## src/rtl/mopshub_test_sequencer_if.sv

```systemverilog
// Handshake bundle between the MOPSHUB top, the test sequencer and the data generator.
//   master : start/abort/config and generator end pulses into the sequencer
//   slave  : the sequencer itself (phase requests, bus select, status, counters out)
interface mopshub_test_sequencer_if #(
  parameter int unsigned BUS_W = 5
);
  // control from the MOPSHUB top
  logic             sign_on_sig;
  logic             abort;
  logic [BUS_W-1:0] n_buses;
  logic             enable_rx;
  logic             enable_tx;
  // completion pulses from data_generator
  logic             test_rx_end;
  logic             test_tx_end;
  logic             costum_msg_end;
  // phase requests to data_generator
  logic             test_rx;
  logic             test_tx;
  logic             test_advanced;
  logic             endwait_all;
  logic [BUS_W-1:0] bus_sel;
  // status and accounting
  logic             busy;
  logic             done;
  logic             timeout_flag;
  logic [15:0]      pass_cnt;
  logic [15:0]      fail_cnt;
  logic [15:0]      loop_cnt;

  modport master (
    output sign_on_sig, abort, n_buses, enable_rx, enable_tx,
    output test_rx_end, test_tx_end, costum_msg_end,
    input  test_rx, test_tx, test_advanced, endwait_all, bus_sel,
    input  busy, done, timeout_flag, pass_cnt, fail_cnt, loop_cnt
  );

  modport slave (
    input  sign_on_sig, abort, n_buses, enable_rx, enable_tx,
    input  test_rx_end, test_tx_end, costum_msg_end,
    output test_rx, test_tx, test_advanced, endwait_all, bus_sel,
    output busy, done, timeout_flag, pass_cnt, fail_cnt, loop_cnt
  );
endinterface

```

## src/rtl/mopshub_test_sequencer.sv

```systemverilog
// MOPSHUB data-generator test sequencer: walks RX / TX (and optionally custom-message)
// test phases over every active CAN bus, with per-phase timeout, loop control and
// saturating pass/fail accounting.
// Ports:
//   clk  : system clock (40 MHz domain)
//   rst  : asynchronous active-low reset
//   bus  : mopshub_test_sequencer_if.slave (start/abort/config in, end pulses in,
//          phase requests, bus_sel, busy/done/timeout_flag, pass/fail/loop counters out)
// Optional feature: define MOPSHUB_SEQ_ADVANCED_EN to compile in the custom-message (ADV)
// phase driven by test_advanced / costum_msg_end.
module mopshub_test_sequencer #(
  parameter int unsigned     N_BUSES    = 16,
  parameter int unsigned     BUS_W      = 5,
  parameter int unsigned     TO_W       = 24,
  parameter logic [TO_W-1:0] TIMEOUT    = TO_W'(2000000),
  parameter int unsigned     GAP_CYCLES = 120,
  parameter int unsigned     N_LOOPS    = 0
) (
  input logic                    clk,
  input logic                    rst,
  mopshub_test_sequencer_if.slave bus
);

  localparam int unsigned     GAP_W    = $clog2(GAP_CYCLES + 1) + 1;
  localparam int unsigned     TOX_W    = TO_W + 1;
  localparam logic [BUS_W-1:0] LAST_MAX = BUS_W'(N_BUSES - 1);
  localparam logic [15:0]     CNT_MAX  = 16'hFFFF;

  typedef enum logic [2:0] {
    ST_IDLE,
    ST_RX,
    ST_ENDW,
    ST_GAP,
    ST_TX,
`ifdef MOPSHUB_SEQ_ADVANCED_EN
    ST_ADV,
`endif
    ST_NEXT,
    ST_DONE
  } state_t;

  state_t           state_q;
  logic             test_rx_q;
  logic             test_tx_q;
  logic             endwait_q;
  logic [BUS_W-1:0] bus_sel_q;
  logic             busy_q;
  logic             done_q;
  logic             tflag_q;
  logic [15:0]      pass_cnt_q;
  logic [15:0]      fail_cnt_q;
  logic [15:0]      loop_cnt_q;
  logic             en_rx_q;
  logic             en_tx_q;
  logic [TO_W-1:0]  to_cnt_q;
  logic [GAP_W-1:0] gap_cnt_q;
`ifdef MOPSHUB_SEQ_ADVANCED_EN
  logic             test_adv_q;
`else
  logic             unused_costum_d;
  assign unused_costum_d = bus.costum_msg_end;
`endif

  logic [BUS_W-1:0] last_bus_d;
  logic [15:0]      pass_inc_d;
  logic [15:0]      fail_inc_d;
  logic [15:0]      loop_inc_d;
  logic             loop_last_d;
  logic             to_expire_d;
  logic             in_phase_d;
  logic             phase_end_d;
  logic             phase_exit_d;

  // Runtime bus count, clamped to the physical bus range
  assign last_bus_d  = (bus.n_buses > LAST_MAX) ? LAST_MAX : bus.n_buses;

  assign pass_inc_d  = (pass_cnt_q == CNT_MAX) ? pass_cnt_q : pass_cnt_q + 16'd1;
  assign fail_inc_d  = (fail_cnt_q == CNT_MAX) ? fail_cnt_q : fail_cnt_q + 16'd1;
  assign loop_inc_d  = (loop_cnt_q == CNT_MAX) ? loop_cnt_q : loop_cnt_q + 16'd1;
  assign loop_last_d = (N_LOOPS != 0) && (32'(loop_inc_d) >= N_LOOPS);

  // to_cnt_q holds (cycles already spent in the phase); expiry on the TIMEOUT-th cycle
  assign to_expire_d = (TOX_W'(to_cnt_q) + TOX_W'(1)) >= TOX_W'(TIMEOUT);

  // Select the end pulse belonging to the phase currently requested
  always_comb begin
    in_phase_d  = 1'b0;
    phase_end_d = 1'b0;
    case (state_q)
      ST_RX: begin
        in_phase_d  = 1'b1;
        phase_end_d = bus.test_rx_end;
      end
      ST_TX: begin
        in_phase_d  = 1'b1;
        phase_end_d = bus.test_tx_end;
      end
`ifdef MOPSHUB_SEQ_ADVANCED_EN
      ST_ADV: begin
        in_phase_d  = 1'b1;
        phase_end_d = bus.costum_msg_end;
      end
`endif
      default: ;
    endcase
  end

  // End pulse wins over a simultaneous expiry
  assign phase_exit_d = in_phase_d && (phase_end_d || to_expire_d);

  // Sequencer state machine with registered outputs
  always_ff @(posedge clk or negedge rst) begin
    if (!rst) begin
      state_q    <= ST_IDLE;
      test_rx_q  <= 1'b0;
      test_tx_q  <= 1'b0;
      endwait_q  <= 1'b0;
      bus_sel_q  <= '0;
      busy_q     <= 1'b0;
      done_q     <= 1'b0;
      tflag_q    <= 1'b0;
      pass_cnt_q <= '0;
      fail_cnt_q <= '0;
      loop_cnt_q <= '0;
      en_rx_q    <= 1'b0;
      en_tx_q    <= 1'b0;
      to_cnt_q   <= '0;
      gap_cnt_q  <= '0;
`ifdef MOPSHUB_SEQ_ADVANCED_EN
      test_adv_q <= 1'b0;
`endif
    end else if (bus.abort) begin
      // Abort overrides everything; counters and bus_sel are kept for inspection
      state_q    <= ST_IDLE;
      test_rx_q  <= 1'b0;
      test_tx_q  <= 1'b0;
      endwait_q  <= 1'b0;
      busy_q     <= 1'b0;
      done_q     <= 1'b0;
      to_cnt_q   <= '0;
      gap_cnt_q  <= '0;
`ifdef MOPSHUB_SEQ_ADVANCED_EN
      test_adv_q <= 1'b0;
`endif
    end else begin
      endwait_q <= 1'b0;

      // Phase timer and pass/fail accounting shared by all request phases
      if (in_phase_d && !phase_exit_d) begin
        to_cnt_q <= to_cnt_q + TO_W'(1);
      end else begin
        to_cnt_q <= '0;
      end
      if (phase_exit_d) begin
        if (phase_end_d) begin
          pass_cnt_q <= pass_inc_d;
        end else begin
          fail_cnt_q <= fail_inc_d;
          tflag_q    <= 1'b1;
        end
      end

      case (state_q)
        ST_IDLE: begin
          if (bus.sign_on_sig && (bus.enable_rx || bus.enable_tx)) begin
            en_rx_q    <= bus.enable_rx;
            en_tx_q    <= bus.enable_tx;
            pass_cnt_q <= '0;
            fail_cnt_q <= '0;
            loop_cnt_q <= '0;
            tflag_q    <= 1'b0;
            bus_sel_q  <= '0;
            busy_q     <= 1'b1;
            done_q     <= 1'b0;
            if (bus.enable_rx) begin
              state_q   <= ST_RX;
              test_rx_q <= 1'b1;
            end else begin
              state_q   <= ST_TX;
              test_tx_q <= 1'b1;
            end
          end
        end

        ST_RX: begin
          if (phase_exit_d) begin
            state_q   <= ST_ENDW;
            test_rx_q <= 1'b0;
            endwait_q <= 1'b1;
          end
        end

        ST_ENDW: begin
          state_q   <= ST_GAP;
          gap_cnt_q <= '0;
        end

        // GAP_CYCLES+1 cycles here so TX rises GAP_CYCLES+1 after endwait_all falls
        ST_GAP: begin
          if (32'(gap_cnt_q) >= GAP_CYCLES) begin
            if (en_tx_q) begin
              state_q   <= ST_TX;
              test_tx_q <= 1'b1;
            end else begin
`ifdef MOPSHUB_SEQ_ADVANCED_EN
              state_q    <= ST_ADV;
              test_adv_q <= 1'b1;
`else
              state_q    <= ST_NEXT;
`endif
            end
          end else begin
            gap_cnt_q <= gap_cnt_q + GAP_W'(1);
          end
        end

        ST_TX: begin
          if (phase_exit_d) begin
            test_tx_q <= 1'b0;
`ifdef MOPSHUB_SEQ_ADVANCED_EN
            state_q    <= ST_ADV;
            test_adv_q <= 1'b1;
`else
            state_q    <= ST_NEXT;
`endif
          end
        end

`ifdef MOPSHUB_SEQ_ADVANCED_EN
        ST_ADV: begin
          if (phase_exit_d) begin
            state_q    <= ST_NEXT;
            test_adv_q <= 1'b0;
          end
        end
`endif

        // Advance or wrap the bus index, then re-enter the first enabled phase
        ST_NEXT: begin
          if (bus_sel_q >= last_bus_d) begin
            bus_sel_q  <= '0;
            loop_cnt_q <= loop_inc_d;
          end else begin
            bus_sel_q  <= bus_sel_q + BUS_W'(1);
          end
          if ((bus_sel_q >= last_bus_d) && loop_last_d) begin
            state_q <= ST_DONE;
            done_q  <= 1'b1;
            busy_q  <= 1'b0;
          end else if (en_rx_q) begin
            state_q   <= ST_RX;
            test_rx_q <= 1'b1;
          end else begin
            state_q   <= ST_TX;
            test_tx_q <= 1'b1;
          end
        end

        ST_DONE: ;

        default: begin
          state_q <= ST_IDLE;
          busy_q  <= 1'b0;
        end
      endcase
    end
  end

  assign bus.test_rx      = test_rx_q;
  assign bus.test_tx      = test_tx_q;
`ifdef MOPSHUB_SEQ_ADVANCED_EN
  assign bus.test_advanced = test_adv_q;
`else
  assign bus.test_advanced = 1'b0;
`endif
  assign bus.endwait_all  = endwait_q;
  assign bus.bus_sel      = bus_sel_q;
  assign bus.busy         = busy_q;
  assign bus.done         = done_q;
  assign bus.timeout_flag = tflag_q;
  assign bus.pass_cnt     = pass_cnt_q;
  assign bus.fail_cnt     = fail_cnt_q;
  assign bus.loop_cnt     = loop_cnt_q;

endmodule
```

## src/flat_wrapper.sv

```systemverilog
// flat-port wrapper written by rule: the top's interface ports become plain ports
module mopshub_test_sequencer_flat 
#(
  parameter int unsigned     N_BUSES    = 16,
  parameter int unsigned     BUS_W      = 5,
  parameter int unsigned     TO_W       = 24,
  parameter logic [TO_W-1:0] TIMEOUT    = TO_W'(2000000),
  parameter int unsigned     GAP_CYCLES = 120,
  parameter int unsigned     N_LOOPS    = 0
)
  (clk, rst, bus_sign_on_sig, bus_abort, bus_n_buses, bus_enable_rx, bus_enable_tx, bus_test_rx_end, bus_test_tx_end, bus_costum_msg_end, bus_test_rx, bus_test_tx, bus_test_advanced, bus_endwait_all, bus_bus_sel, bus_busy, bus_done, bus_timeout_flag, bus_pass_cnt, bus_fail_cnt, bus_loop_cnt);
  mopshub_test_sequencer_if #(.BUS_W(BUS_W)) bus_i ();
  input logic clk;
  input logic rst;
  input wire logic [$bits(bus_i.sign_on_sig)-1:0] bus_sign_on_sig;
  input wire logic [$bits(bus_i.abort)-1:0] bus_abort;
  input wire logic [$bits(bus_i.n_buses)-1:0] bus_n_buses;
  input wire logic [$bits(bus_i.enable_rx)-1:0] bus_enable_rx;
  input wire logic [$bits(bus_i.enable_tx)-1:0] bus_enable_tx;
  input wire logic [$bits(bus_i.test_rx_end)-1:0] bus_test_rx_end;
  input wire logic [$bits(bus_i.test_tx_end)-1:0] bus_test_tx_end;
  input wire logic [$bits(bus_i.costum_msg_end)-1:0] bus_costum_msg_end;
  output wire logic [$bits(bus_i.test_rx)-1:0] bus_test_rx;
  output wire logic [$bits(bus_i.test_tx)-1:0] bus_test_tx;
  output wire logic [$bits(bus_i.test_advanced)-1:0] bus_test_advanced;
  output wire logic [$bits(bus_i.endwait_all)-1:0] bus_endwait_all;
  output wire logic [$bits(bus_i.bus_sel)-1:0] bus_bus_sel;
  output wire logic [$bits(bus_i.busy)-1:0] bus_busy;
  output wire logic [$bits(bus_i.done)-1:0] bus_done;
  output wire logic [$bits(bus_i.timeout_flag)-1:0] bus_timeout_flag;
  output wire logic [$bits(bus_i.pass_cnt)-1:0] bus_pass_cnt;
  output wire logic [$bits(bus_i.fail_cnt)-1:0] bus_fail_cnt;
  output wire logic [$bits(bus_i.loop_cnt)-1:0] bus_loop_cnt;
  assign bus_i.sign_on_sig = bus_sign_on_sig;
  assign bus_i.abort = bus_abort;
  assign bus_i.n_buses = bus_n_buses;
  assign bus_i.enable_rx = bus_enable_rx;
  assign bus_i.enable_tx = bus_enable_tx;
  assign bus_i.test_rx_end = bus_test_rx_end;
  assign bus_i.test_tx_end = bus_test_tx_end;
  assign bus_i.costum_msg_end = bus_costum_msg_end;
  assign bus_test_rx = bus_i.test_rx;
  assign bus_test_tx = bus_i.test_tx;
  assign bus_test_advanced = bus_i.test_advanced;
  assign bus_endwait_all = bus_i.endwait_all;
  assign bus_bus_sel = bus_i.bus_sel;
  assign bus_busy = bus_i.busy;
  assign bus_done = bus_i.done;
  assign bus_timeout_flag = bus_i.timeout_flag;
  assign bus_pass_cnt = bus_i.pass_cnt;
  assign bus_fail_cnt = bus_i.fail_cnt;
  assign bus_loop_cnt = bus_i.loop_cnt;
  mopshub_test_sequencer #(.N_BUSES(N_BUSES), .BUS_W(BUS_W), .TO_W(TO_W), .TIMEOUT(TIMEOUT), .GAP_CYCLES(GAP_CYCLES), .N_LOOPS(N_LOOPS)) u_core (.clk(clk), .rst(rst), .bus(bus_i));
endmodule
```

## config.mk

```make
export PLATFORM = sky130hd
export DESIGN_NAME = mopshub_test_sequencer_flat
export DESIGN_NICKNAME = d
export VERILOG_FILES = /design/src/rtl/mopshub_test_sequencer_if.sv /design/src/rtl/mopshub_test_sequencer.sv /design/src/flat_wrapper.sv
export SDC_FILE = /design/constraint.sdc
export NUM_CORES = 1
export LEC_CHECK = 0
export ABC_AREA = 1
export CAP_MARGIN = 20
export CORE_ASPECT_RATIO = 1.4
export CORE_UTILIZATION = 30
export DETAILED_ROUTE_END_ITERATION = 10
export GPL_ROUTABILITY_DRIVEN = 1
export GPL_TIMING_DRIVEN = 0
export PLACE_DENSITY = 0.45
export SLEW_MARGIN = 0
export SYNTH_ARGS = -nofsm -noshare
export SYNTH_HDL_FRONTEND = slang
export SYNTH_SLANG_ARGS = --single-unit
```

## constraint.sdc

```tcl
create_clock -name clk -period 2.4 [get_ports clk]
set_input_delay 0.36 -clock clk [delete_from_list [all_inputs] [get_ports clk]]
set_output_delay 0.36 -clock clk [all_outputs]
set_load 0.05 [all_outputs]
```

### After elaboration in Yosys (flattened, before gate mapping)

Index checks and enable logic that the tools add are counted.

| storage, ports and cells | value |
|---|---|
| register bits | 96 |

| cells by class | value |
|---|---|
| bitwise operators | 1 |
| equality and inequality tests | 24 |
| reductions and logical operators | 24 |
| add/subtract/negate cells | 7 |
| muxes and demuxes | 60 |
| magnitude comparators | 4 |

Operators by type and width:

| kind | number |
|---|---|
| two-way mux 16 bit | 13 |
| adder 16 x 1 -> 16 bit, second input constant | 3 |
| == test 16 bit, second input constant | 3 |
| two-way mux 24 bit | 2 |
| case mux 16 bit (2 select lines) | 1 |
| adder 24 x 1 -> 25 bit, second input constant | 1 |
| greater-or-equal comparator 25 x 21 -> 1 bit, second input constant | 1 |
| two-way mux 1 bit | 25 |
| adder 24 x 1 -> 24 bit, second input constant | 1 |
| two-way mux 3 bit | 7 |
| case mux 3 bit (7 select lines) | 1 |
| != test 3 x 2 -> 1 bit, second input constant | 6 |
| two-way mux 8 bit | 2 |
| case mux 8 bit (2 select lines) | 1 |
| two-way mux 5 bit | 3 |
| AND reduction 5 bit | 3 |
| != test 3 bit, second input constant | 4 |
| case mux 5 bit (2 select lines) | 1 |
| == test 3 bit, second input constant | 3 |
| adder 8 x 1 -> 8 bit, second input constant | 1 |
| greater-or-equal comparator 8 x 7 -> 1 bit, second input constant | 1 |
| AND reduction 7 bit | 1 |
| == test 3 x 2 -> 1 bit, second input constant | 2 |
| != test 2 x 1 -> 1 bit, second input constant | 3 |
| 21 further kinds | 31 |

### Logic depth before layout (Yosys ltp)

Gate-level depths: netlist of run 1.

| logic depth | value |
|---|---|
| depth in word-level cells | 8 |
| gate-level depth with buffers | 20 |
| depth with buffers taken out | 19 |

### Worst setup path before layout of run 1

OpenSTA, ideal clock, no wires.

| path | value |
|---|---|
| path kind | flip-flop to flip-flop |
| start point | reg u_core.fail_cnt_q[0] (netlist: u_core.bus.fail_cnt[0]) |
| end point | reg u_core.fail_cnt_q[8] (netlist: u_core.bus.fail_cnt[8]) |
| cell stages (with the launch flop) | 14 |
| path buffers | 1 |
| path slack | 0 ps |
| setup time | 118 ps |
| arrival | 2282 ps |
| cells stage by stage | dfrtp_1 ha_1 nand2_1 nor2_1 nand3_1 nor2_1 nand2_1 nand2_1 a21oi_2 clkbuf_1 nand3_1 nand2_1 nand3_1 nand2_1 |

| between the ends | value |
|---|---|
| cells in the longest elaborated chain, start to end | 6 |
| elaborated cells between the ends (all ways) | 7 |
| those cells by class | add/sub (1); eq/ne (1); mux (5) |

RTL lines:

| item | line | source |
|---|---|---|
| start: declaration | mopshub_test_sequencer.sv:51 | `logic [15:0] fail_cnt_q;` |
| start signal: assignment | mopshub_test_sequencer.sv:158 | `fail_cnt_q <= fail_inc_d;` |
| adder 16 x 1 -> 16 bit or == test 16 bit (tied branches) | mopshub_test_sequencer.sv:78 | `assign fail_inc_d = (fail_cnt_q == CNT_MAX) ? fail_cnt_q : fail_cnt_q + 16'd1;` |
| two-way mux 16 bit * | mopshub_test_sequencer.sv:78 |  |
| two-way mux 16 bit * | mopshub_test_sequencer.sv:155 | `if (phase_end_d) begin` |
| two-way mux 16 bit * | mopshub_test_sequencer.sv:154 | `if (phase_exit_d) begin` |
| two-way mux 16 bit | mopshub_test_sequencer.sv:165 | `if (bus.sign_on_sig && (bus.enable_rx \|\| bus.enable_tx)) begin` |
| two-way mux 16 bit * | mopshub_test_sequencer.sv:163 | `case (state_q)` |

Every way passes the cells marked *; elsewhere a longest branch is shown, timed or not.
A chain may end at the register's enable or synchronous reset.

### Worst setup path after layout of run 1

| path | value |
|---|---|
| start point | reg u_core.to_cnt_q[1] |
| end point | reg u_core.fail_cnt_q[2] (netlist: u_core.bus.fail_cnt[2]) |

| between the ends | value |
|---|---|
| cells in the longest elaborated chain, start to end | 7 |

RTL lines:

| item | line | source |
|---|---|---|
| start: declaration | mopshub_test_sequencer.sv:55 | `logic [TO_W-1:0] to_cnt_q;` |
| start signal: assignment | mopshub_test_sequencer.sv:150 | `to_cnt_q <= to_cnt_q + TO_W'(1);` |
| adder 24 x 1 -> 25 bit * | mopshub_test_sequencer.sv:83 | `assign to_expire_d = (TOX_W'(to_cnt_q) + TOX_W'(1)) >= TOX_W'(TIMEOUT);` |
| greater-or-equal comparator 25 x 21 -> 1 bit * | mopshub_test_sequencer.sv:83 |  |
| logical OR 1 bit * | mopshub_test_sequencer.sv:109 | `assign phase_exit_d = in_phase_d && (phase_end_d \|\| to_expire_d);` |
| logical AND 1 bit * | mopshub_test_sequencer.sv:109 |  |
| two-way mux 16 bit * | mopshub_test_sequencer.sv:154 |  |
| two-way mux 16 bit | mopshub_test_sequencer.sv:165 |  |
| two-way mux 16 bit * | mopshub_test_sequencer.sv:163 |  |

Marks and branches as above.

==> results of run 1 <==
-- worst reg2reg max path, cell delays in order, from the launching register on --
cell      delay, ns
dfrtp_1        0.40
ha_4           0.16
nand2_4        0.06
nor2_4         0.19
nand2_4        0.12
nor2_4         0.13
nand3b_1       0.08
nand2_1        0.06
nand3_1        0.08
nor3_2         0.23
nand2_1        0.10
inv_2          0.13
nand2_8        0.11
buf_8          0.16
nand3_1        0.07
nand2_1        0.06
nand3_1        0.08
nand2_1        0.06
-- placed cells by master (no fill, tap or decap), types with 4 or more instances in the layout --
cell type	instances
clkdlybuf4s50_1	67
nand3b_1	7
nor3_1	24
dfrtp_2	4
buf_4	13
nand3_2	9
clkbuf_1	5
nand2_2	19
nand4_1	26
conb_1	6
inv_1	103
nand3_1	71
ha_1	11
inv_2	8
clkbuf_16	10
nand2_4	4
nor2_2	19
nand2_1	203
xor2_1	17
o21ai_0	41
buf_6	4
a21oi_1	31
nor2_4	20
o21ai_2	4
o21ai_1	8
buf_2	6
nor2_1	70
dfrtp_1	91
-- final cells by class --
type                    instances  area, sq um
fillers                      2133        12000
multi-input cells             637         3550
flip-flops and latches         95         2380
repair buffers                 84          861
inverters                     112          420
well taps                     252          315
clock buffers                   9          225
plain buffers                  21          165
clock inverters                 7         62.6
-- sequential cells by signal (all words and copies together) (netlist names) --
register and count:
u_core.to_cnt_q 24, u_core.bus.test_rx 1, u_core.bus.bus_sel 5, u_core.en_rx_q 1
u_core.en_tx_q 1, u_core.bus.busy 1, u_core.bus.loop_cnt 16, u_core.bus.pass_cnt 16
u_core.state_q 3, u_core.bus.endwait_all 1, u_core.bus.test_tx 1, u_core.bus.timeout_flag 1
u_core.bus.fail_cnt 16, u_core.gap_cnt_q 8
-- repair_timing --
action,CTS,global route
hold endpoints to repair,0,0
setup endpoints to repair,59,69
buffers inserted,4,9
gates cloned,1,1
pin swaps,5,21
gates resized for setup,19,76
-- power by group through the flow --
stage	sequential (mW)	combinational [mW]	clock (mW)
after CTS	1.98	2.07	1.51
after detailed placement	2.01	2.02	0
final	1.99	2.21	1.45
after global placement	2.02	2.02	0
after global routing	2.02	2.43	1.57
after floorplan	2.41	0.916	0
-- how the worst max path moves through the flow --
stage | from | end | depth (start not counted)
finish | u_core.to_cnt_q[1]$_DFF_PN0_ | u_core.bus.fail_cnt[2]$_DFFE_PN0N_ | 17
detailed placement | bus_n_buses[4] | u_core.bus.loop_cnt[8]$_DFFE_PN0P_ | 12
floorplan | u_core.bus.fail_cnt[0]$_DFFE_PN0N_ | u_core.bus.fail_cnt[8]$_DFFE_PN0N_ | 13
global placement | rst | u_core.bus.pass_cnt[0]$_DFFE_PN0N_ | 1
CTS | u_core.to_cnt_q[1]$_DFF_PN0_ | u_core.bus.fail_cnt[12]$_DFFE_PN0N_ | 18
global route | u_core.to_cnt_q[1]$_DFF_PN0_ | u_core.bus.fail_cnt[11]$_DFFE_PN0N_ | 19
-- routing by layer --
metal,vias up,wire length (um),part of all wire,global-route usage
li1,2996,-,-,-
met1,2751,7640,0.42,0.215
met2,108,9370,0.52,0.327
met3,17,865,0.048,0.0371
met4,0,240,0.013,0.0534
met5,-,0,0,0
-- kinds of logic (layout without fill, tap and decap cells) --
group,after synthesis,count (layout)
and+or+nand+nor,487,487
adders and majority gates,12,12
DFF,95,95
AOI/OAI and AO/OA,112,112
xor gates and xnor gates,20,20
buffers and inverters,133,233
other,2,6
-- metrics by stage --
stage          TNS (ns)  setup WS (ns)  utilization  total power [mW]  area [sq um]
5_1_grt           -3.65         -0.169        0.399              6.02          7980
4_1_cts         -0.0123       -0.00347        0.381              5.57          7630
2_1_floorplan         0       0.000205            -              3.33          6180
3_5_place_dp     -14.22         -0.346        0.361              4.03          7220
6_report              0         0.0335        0.399              5.65          7980
3_3_place_gp    -308.10          -3.11        0.360              4.04          7190
==> results.sh, run 1 <==
export IMPL_run_status="completed"
export IMPL_io_buffers=69
export IMPL_timing_max_slew_rel_slack=0.534
export IMPL_cp_end_kind="flip-flop"
export IMPL_final_hold_viol_count=0
export IMPL_antenna_cell_count=0
export IMPL_worst_path_required_ns=2.64
export IMPL_cts_root_buffer_cell="clkbuf_16"
export IMPL_sequentialPowerShare=0.352
export IMPL_cp_arrival_ns=2.61
export IMPL_synth_edf_count=0
export IMPL_hold_class="in2async"
export IMPL_avgRoutedWirePerCell_um=14.9
export IMPL_clk_path_buf_depth=2
export IMPL_num_rows=61
export IMPL_worst_path_max_delay_cell="dfrtp_1"
export IMPL_critical_setup_path_class="reg2reg"
export IMPL_fp_dieW_um=123
export IMPL_drt_first_pass_iters=6
export IMPL_max_cap_viol_count=0
export IMPL_cellPowerDensity_mw_per_mm2=708
export IMPL_reg2reg_to="u_core.bus.fail_cnt[2]$_DFFE_PN0N_"
export IMPL_flow_area_growth_from_synthesis_pct=29.3
export IMPL_synth_largest_area_cell="dfrtp_1"
export IMPL_crit_path_cell_trace="ha_4, nand2_4, nor2_4, nand2_4, nor2_4, nand3b_1, nand2_1, nand3_1, nor3_2, nand2_1, inv_2, nand2_8, buf_8, nand3_1, nand2_1, nand3_1, nand2_1"
export IMPL_worst_max_slew_pin_slew_ns=0.699
export IMPL_core_area_sq_mm=0.0200
export IMPL_synthCells=861
export IMPL_max_clock_freq_mhz=423
export IMPL_postSynthRegisterBits=95
export IMPL_post_synth_instance_area_sq_mm=0.00617
export IMPL_clkSlewWorstSetupHoldPaths_ns=0.08
export IMPL_remaining_drc_errors=0
export IMPL_netlist_cell_type_count=50
export IMPL_synth_xor_xnor_area_share=0.0284
export IMPL_io_pin_count=74
export IMPL_ff2ff_path_depth=17
export IMPL_synth_compound_area_share=0.105
export IMPL_drt_vias_per_instance=4.82
export IMPL_cts_buffers_inserted=9
export IMPL_fin_cells=1217
export IMPL_layout_cells_sized_above_1=0.161
export IMPL_cellLeakagePower_nw=3.41
export IMPL_synth_area_mux_share=0
export IMPL_dp_cells=1187
export IMPL_gr_usage_all_layers=0.182
export IMPL_path_delay_family="simple AND/OR/NAND/NOR gates"
export IMPL_crit_fanout=6
export IMPL_chipHeight_um=172
export IMPL_synth_fa_ha_area_frac=0.0243
export IMPL_power_switching_fraction=0.430
export IMPL_combinationalPowerShare=0.392
export IMPL_slew_viol_final=0
export IMPL_synth_top_cells_by_count="nand2_1, inv_1, dfrtp_1"
export IMPL_power_share_clock=0.256
export IMPL_via_count=5872
export IMPL_drt_first_iter_violations=243
export IMPL_hold_slack_ns=0.0187
export IMPL_synth_warnings=0
export IMPL_finalCritPeriodShare=0.986
export IMPL_global_route_wire_length_before_repair_mm=29.8
export IMPL_internal_power_mw=3.22
export IMPL_timing_final_crit_period_ns=2.37
export IMPL_ff2ff_setup_slack_ns=0.03
export IMPL_cp_common_cell="nand2_1"
export IMPL_critical_path_max_stage_delay_ns=0.40
export IMPL_die_area_sq_mm=0.0212
export IMPL_clk_latency_worst_skew_pair_ns=0.35
export IMPL_globalplace_congestion=0.844
export IMPL_switchingPower_mw=2.43
export IMPL_clock_sinks=95
export IMPL_rsz0062_at_grt="yes"
export IMPL_finalSetupViolCount=0
export IMPL_post_synth_top_count_cell="nand2_1"
export IMPL_synth_top_cell_area_share=0.385
export IMPL_grt_max_degree=51
export IMPL_finish_net_count=986
export IMPL_hpwl_mm=13.5
export IMPL_synth_ff_type="dfrtp_1"
export IMPL_first_global_vias=5841
export IMPL_avgSynthCellArea_sq_um=7.17
export IMPL_count_of_buffering_cells_on_the_critical_path_with_inverters_included=2
export IMPL_regToRegStartpoint="u_core.to_cnt_q[1]$_DFF_PN0_"
export IMPL_async_flop_share=1.00
export IMPL_ys_seq_area_frac=0.385
export IMPL_critPathLaunchType="flip-flop"
export IMPL_cell_types_with_the_largest_area_share_after_synthesis="dfrtp_1, nand2_1, nand3_1"
export IMPL_cts_tree="done"
export IMPL_fin_skew_ns=0.00843
export IMPL_hold_buffers=0
export IMPL_grt_overflow=0
export IMPL_route_final_wire_length_mm=18.1
export IMPL_initial_core_util=0.309
export IMPL_yosys_area_share_simple=0.366
export IMPL_antenna_found_initial=0
export IMPL_h_tree_depth=3
export IMPL_drtAntennaViolNets=0
export IMPL_vdd_drop_max_uv=431
export IMPL_synth_top_family_by_area="simple AND/OR/NAND/NOR gates"
(Power assumes the default switching activity.)
==> run 2, diff against run 1 <==
--- a/config.mk
+++ b/config.mk
@@ -13,6 +13,7 @@
 export GPL_ROUTABILITY_DRIVEN = 1
 export GPL_TIMING_DRIVEN = 0
 export PLACE_DENSITY = 0.45
+export REMOVE_ABC_BUFFERS = 1
 export SLEW_MARGIN = 0
 export SYNTH_ARGS = -nofsm -noshare
 export SYNTH_HDL_FRONTEND = slang
==> run 2 against run 1 <==
  * The run now ends with negative hold slack left
  * First-iteration DRC count rose by 25%
  * Critical path depth did not move
  * Sequential share of layout area fell by 0.31 points
  * Register-to-register slack got worse by 0.02 ns
  * Clock power fell by 3%
  * Global-route usage fell by 0.50 points
  * Via count fell by 0.15%
  * Design area rose by 0.99%
  * Clock-buffer cell count rose by 1
  * Sequential power barely moved
  * Critical endpoint is now u_core.to_cnt_q[0]$_DFF_PN0_
==> results.sh, run 2 (synthesized netlist as in run 1, its figures left out) <==
export IMPL_violations_in_the_final_reports="negative hold slack"
export IMPL_regToRegStartpoint="u_core.to_cnt_q[0]$_DFF_PN0_"
export IMPL_antenna_found_initial=0
export IMPL_chipHeight_um=172
export IMPL_fp_dieW_um=123
export IMPL_layout_cells_sized_above_1=0.156
export IMPL_drt_first_pass_iters=4
export IMPL_critPathCapture="u_core.to_cnt_q[0]$_DFF_PN0_"
export IMPL_timing_critical_path_from="u_core.to_cnt_q[0]$_DFF_PN0_"
export IMPL_max_cap_viol_count=0
export IMPL_finalCritPeriodShare=0.994
export IMPL_route_final_wire_length_mm=17.8
export IMPL_drt_vias_per_instance=4.81
export IMPL_busiest_layer="met2"
export IMPL_cellLeakagePower_nw=3.40
export IMPL_dp_cells=1170
export IMPL_rsz0062_at_grt="yes"
export IMPL_drtAntennaViolNets=0
export IMPL_worst_max_slew_pin_slew_ns=0.610
export IMPL_clk_path_buf_depth=2
export IMPL_grt_met3_usage=0.0169
export IMPL_finalSetupViolCount=0
export IMPL_grt_overflow=0
export IMPL_setup_slack_ns=0.0149
export IMPL_crit_fanout=5
export IMPL_ff2ff_path_depth=17
export IMPL_grt_max_degree=57
export IMPL_clkSlewWorstSetupHoldPaths_ns=0.07
export IMPL_avgRoutedWirePerCell_um=14.6
export IMPL_num_rows=61
export IMPL_n_fill_cell=2155
export IMPL_cts_tree="done"
export IMPL_cp_end_kind="flip-flop"
export IMPL_critPathLaunchType="flip-flop"
export IMPL_run_status="finished, violations left"
export IMPL_clock_sinks=95
export IMPL_core_area_sq_mm=0.0200
export IMPL_die_area_sq_mm=0.0212
export IMPL_fin_util=0.403
export IMPL_io_buffers=70
export IMPL_initial_core_util=0.309
export IMPL_reg2reg_to="u_core.to_cnt_q[0]$_DFF_PN0_"
export IMPL_worst_slack_placed_ns=-1.63
export IMPL_cp_arrival_ns=2.67
export IMPL_critical_setup_path_class="reg2reg"
export IMPL_final_common_cell="nand2_1"
export IMPL_hpwl_mm=13.1
export IMPL_remaining_drc_errors=0
export IMPL_largest_reg_flops=24
export IMPL_timing_max_slew_rel_slack=0.592
export IMPL_globalplace_congestion=0.812
export IMPL_hold_buffers=0
export IMPL_fin_skew_ns=0.00733
export IMPL_timing_final_crit_period_ns=2.39
export IMPL_fin_cells=1218
export IMPL_vdd_drop_max_uv=363
export IMPL_power_after_layout_mw=5.59
export IMPL_io_pin_count=74
export IMPL_global_route_wire_length_before_repair_mm=28.8
export IMPL_cellPowerDensity_mw_per_mm2=694
export IMPL_worst_path_required_ns=2.68
export IMPL_cts_root_buffer_cell="clkbuf_16"
export IMPL_gr_usage_all_layers=0.177
export IMPL_cts_buffers_inserted=9
export IMPL_flow_area_growth_from_synthesis_pct=30.6
export IMPL_hold_class="in2async"
export IMPL_h_tree_depth=3
export IMPL_hold_slack_ns=-0.0131
export IMPL_clk_latency_worst_skew_pair_ns=0.35
export IMPL_first_global_vias=5681
export IMPL_ff2ff_setup_slack_ns=0.01
export IMPL_finish_net_count=987
export IMPL_mostFrequentLayoutCells="nand2_1, inv_1, dfrtp_1"
export IMPL_slew_viol_final=0
export IMPL_grt_met2_usage=0.324
export IMPL_largest_register="u_core.to_cnt_q"
export IMPL_via_count=5863
export IMPL_drt_first_iter_violations=303
export IMPL_max_clock_freq_mhz=419
export IMPL_antenna_cell_count=0
export IMPL_final_hold_viol_count=1
export IMPL_grtUsageMet1=0.210
run 2: worst min path at each step:
stage | end | cells after the start
2_1_floorplan | u_core.bus.bus_sel[0]$_DFFE_PN0P_ | 0
3_3_place_gp | u_core.bus.test_tx$_DFFE_PN0P_ | 2
3_5_place_dp | u_core.to_cnt_q[22]$_DFF_PN0_ | 1
4_1_cts | u_core.to_cnt_q[22]$_DFF_PN0_ | 1
5_1_grt | u_core.to_cnt_q[22]$_DFF_PN0_ | 1
6_report | u_core.to_cnt_q[22]$_DFF_PN0_ | 1
run 2: worst max-delay path: stages (launching register included):
cell and delay, ns:
dfrtp_2 0.40, ha_4 0.15, nand2_4 0.06, nor2_4 0.21, nand2_4 0.11, buf_4 0.14, o21bai_1 0.14, nand2_2 0.11
nand3_2 0.09, nor2_1 0.04, nand2_1 0.07, nand2_2 0.08, nand2_8 0.12, o211ai_4 0.10, buf_4 0.15, buf_6 0.12
buf_4 0.12, nor2_2 0.07
run 2: final cells by class:
type,count,area (sq um),area share
multi-input cells,640,3610,0.448
flip-flops and latches,95,2380,0.295
repair buffers,103,1040,0.129
inverters,112,437,0.0542
well taps,252,315,0.0391
clock buffers,10,239,0.0297
clock inverters,6,42.5,0.00528
run 2: timing repair:
action / in CTS / in global routing
pin swaps: 11 / 20
endpoints found under the setup margin: 74 / 63
resized for setup: 35 / 54
cloned: 3 / 1
setup buffers: 14 / 15
run 2: power by group:
| group | switching, mW | total (mW) | internal, mW | leakage, nW |
|---|---|---|---|---|
| sequential | 0.224 | 2.00 | 1.78 | 1.30 |
| combinational | 1.45 | 2.17 | 0.724 | 1.96 |
| clock | 0.678 | 1.41 | 0.736 | 0.135 |
run 2: per-stage QoR:
step,TNS [ns],hold WS [ns],instance area (sq um)
6_report,0,-0.0131,8060
5_1_grt,-2.89,0.0346,8060
4_1_cts,-0.0591,0.0131,7760
3_5_place_dp,-42.65,0.395,7170
3_3_place_gp,-391.76,0.454,7070
2_1_floorplan,-0.963,0.0644,6050
run 2: layer usage:
layer / wire (um) / part of all wire
met1: 7790 / 0.44
met2: 9460 / 0.53
met3: 284 / 0.016
met4: 302 / 0.017
met5: 0 / 0
==> run 3, diff against run 2 <==
--- a/config.mk
+++ b/config.mk
@@ -9,10 +9,11 @@
 export CAP_MARGIN = 20
 export CORE_ASPECT_RATIO = 1.4
 export CORE_UTILIZATION = 30
+export CTS_CLUSTER_SIZE = 8
 export DETAILED_ROUTE_END_ITERATION = 10
 export GPL_ROUTABILITY_DRIVEN = 1
 export GPL_TIMING_DRIVEN = 0
-export PLACE_DENSITY = 0.45
+export PLACE_DENSITY = 0.47
 export REMOVE_ABC_BUFFERS = 1
 export SLEW_MARGIN = 0
 export SYNTH_ARGS = -nofsm -noshare
==> constraint.sdc (replaced) <==
create_clock -name clk -period 2.1 [get_ports clk]
set_input_delay 0.315 -clock clk [delete_from_list [all_inputs] [get_ports clk]]
set_output_delay 0.315 -clock clk [all_outputs]
set_load 0.05 [all_outputs]
==> run 3 against run 2 <==
  * The run ends with negative hold slack, negative setup slack left
  * Worst setup slack worse by 0.33 ns
  * Design area up 8.6%
  * Combinational power up 30%
  * Clock-buffer cell count down 1
==> results.sh, run 3 (synthesized netlist as in run 1, its figures left out) <==
export IMPL_run_status="finished, violations left"
export IMPL_critical_setup_path_class="reg2reg"
export IMPL_remaining_drc_errors=0
export IMPL_grt_overflow=0
export IMPL_cts_buffers_inserted=9
export IMPL_initial_core_util=0.309
export IMPL_avgRoutedWirePerCell_um=15.0
export IMPL_cellPowerDensity_mw_per_mm2=808
export IMPL_antenna_found_initial=0
export IMPL_largest_reg_flops=24
export IMPL_worst_path_required_ns=2.38
export IMPL_drtAntennaViolNets=0
export IMPL_setup_slack_ns=-0.320
export IMPL_cellLeakagePower_nw=3.66
export IMPL_fin_cells=1243
export IMPL_power_after_layout_mw=7.08
export IMPL_antenna_cell_count=0
export IMPL_vdd_drop_max_uv=471
export IMPL_rsz0062_at_grt="yes"
export IMPL_dp_cells=1170
export IMPL_layout_cells_sized_above_1=0.238
export IMPL_final_common_cell="nand2_1"
export IMPL_cp_end_kind="flip-flop"
export IMPL_placed_area_sq_mm=0.00717
export IMPL_final_hold_viol_count=2
export IMPL_hpwl_mm=12.8
export IMPL_finalSetupViolCount=43
export IMPL_global_route_wire_length_before_repair_mm=29.6
export IMPL_drt_first_iter_violations=302
export IMPL_worst_max_slew_pin_slew_ns=0.683
export IMPL_grt_max_degree=51
export IMPL_globalplace_congestion=0.812
export IMPL_finish_net_count=1013
export IMPL_max_cap_viol_count=0
export IMPL_cp_arrival_ns=2.70
export IMPL_critPathLaunchType="flip-flop"
export IMPL_cts_root_buffer_cell="clkbuf_16"
export IMPL_fin_skew_ns=0.00891
export IMPL_chipHeight_um=172
export IMPL_hold_class="in2async"
export IMPL_cts_tree="done"
export IMPL_finalCritPeriodShare=1.15
export IMPL_clock_sinks=95
export IMPL_clk_path_buf_depth=2
export IMPL_timing_max_slew_rel_slack=0.545
export IMPL_io_buffers=70
export IMPL_first_global_vias=5777
export IMPL_fp_dieW_um=123
export IMPL_io_pin_count=74
export IMPL_n_fill_cell=2047
export IMPL_final_area_sq_mm=0.00875
export IMPL_h_tree_depth=3
export IMPL_drt_first_pass_iters=5
export IMPL_slew_viol_final=0
export IMPL_flow_area_growth_from_synthesis_pct=41.9
export IMPL_core_area_sq_mm=0.0200
export IMPL_drt_vias_per_instance=4.89
export IMPL_timing_final_crit_period_ns=2.42
export IMPL_route_final_wire_length_mm=18.7
export IMPL_mostFrequentLayoutCells="nand2_1, inv_1, dfrtp_1"
export IMPL_hold_slack_ns=-0.00680
export IMPL_clk_latency_worst_skew_pair_ns=0.35
export IMPL_num_rows=61
export IMPL_hold_buffers=0
export IMPL_timing_setup_tns_ns=-10.80
export IMPL_violations_in_the_final_reports="negative hold slack, negative setup slack"
export IMPL_die_area_sq_mm=0.0212
export IMPL_via_count=6081
export IMPL_clkSlewWorstSetupHoldPaths_ns=0.07
export IMPL_crit_fanout=6
export IMPL_gr_usage_all_layers=0.181
export IMPL_max_clock_freq_mhz=413
export IMPL_largest_register="u_core.to_cnt_q"
[run 3: final cells by class]
cell class	instances	area, sq um	area share
Clock buffer	9	225	0.0257
Multi-Input combinational cell	641	3960	0.453
Timing Repair Buffer	128	1300	0.149
Sequential cell	95	2390	0.273
Tap cell	252	315	0.0360
Inverter	112	444	0.0507
Clock inverter	6	118	0.0134
[run 3: final timing paths]
kind | from | end | slack (ns) | cells past startpoint
setup / recovery | u_core.to_cnt_q[1]$_DFF_PN0_ | u_core.to_cnt_q[2]$_DFF_PN0_ | -0.32 | 16
hold / removal | rst | u_core.to_cnt_q[22]$_DFF_PN0_ | -0.007 | 1
setup reg to reg | u_core.to_cnt_q[1]$_DFF_PN0_ | u_core.to_cnt_q[2]$_DFF_PN0_ | -0.32 | 16
hold reg to reg | u_core.bus.test_tx$_DFFE_PN0P_ | u_core.bus.test_tx$_DFFE_PN0P_ | 0.48 | 2
max in group asynchronous | rst | u_core.bus.bus_sel[1]$_DFFE_PN0P_ | 1.41 | 2
min in group clk | u_core.bus.test_tx$_DFFE_PN0P_ | u_core.bus.test_tx$_DFFE_PN0P_ | 0.48 | 2
[run 3: metrics by stage]
step	util	hold slack [ns]	setup WS (ns)
2_1_floorplan	-	0.0194	-0.495
3_3_place_gp	0.353	0.454	-3.33
3_5_place_dp	0.359	0.406	-1.77
4_1_cts	0.401	0.0231	-0.341
5_1_grt	0.438	0.0461	-0.476
6_report	0.438	-0.00680	-0.320
[run 3: critical path: stages, from the launching register on]
cell       delay (ns)
dfrtp_1          0.40
buf_6            0.12
nand2_2          0.07
nor2_4           0.14
buf_4            0.13
nand3_4          0.09
nand2_2          0.09
nand2_1          0.08
nor2_4           0.14
nand2_1          0.10
o21ai_4          0.19
nand2_2          0.11
nand2_8          0.13
o211ai_4         0.10
clkbuf_16        0.17
buf_12           0.14
nor3_4           0.14
[run 3: routing by layer]
metal	wire length (um)	global-route usage	vias up
met2	9810	0.322	96
met4	403	0.0671	0
li1	-	-	3065
met1	7840	0.213	2900
met5	0	0	-
met3	605	0.0302	20
[run 3: where the power goes]
| part | total, mW | switching, mW | internal [mW] | leakage [nW] |
|---|---|---|---|---|
| registers | 2.30 | 0.260 | 2.04 | 1.29 |
| clock network | 1.95 | 0.782 | 1.17 | 0.164 |
| logic | 2.83 | 1.81 | 1.01 | 2.21 |
[run 3: what timing repair did]
action,4_1_cts,5_1_grt
gates cloned,3,1
resized for setup,65,119
setup endpoints to repair,83,76
buffers inserted,28,26
pin swaps,21,44
hold endpoints to repair,0,0
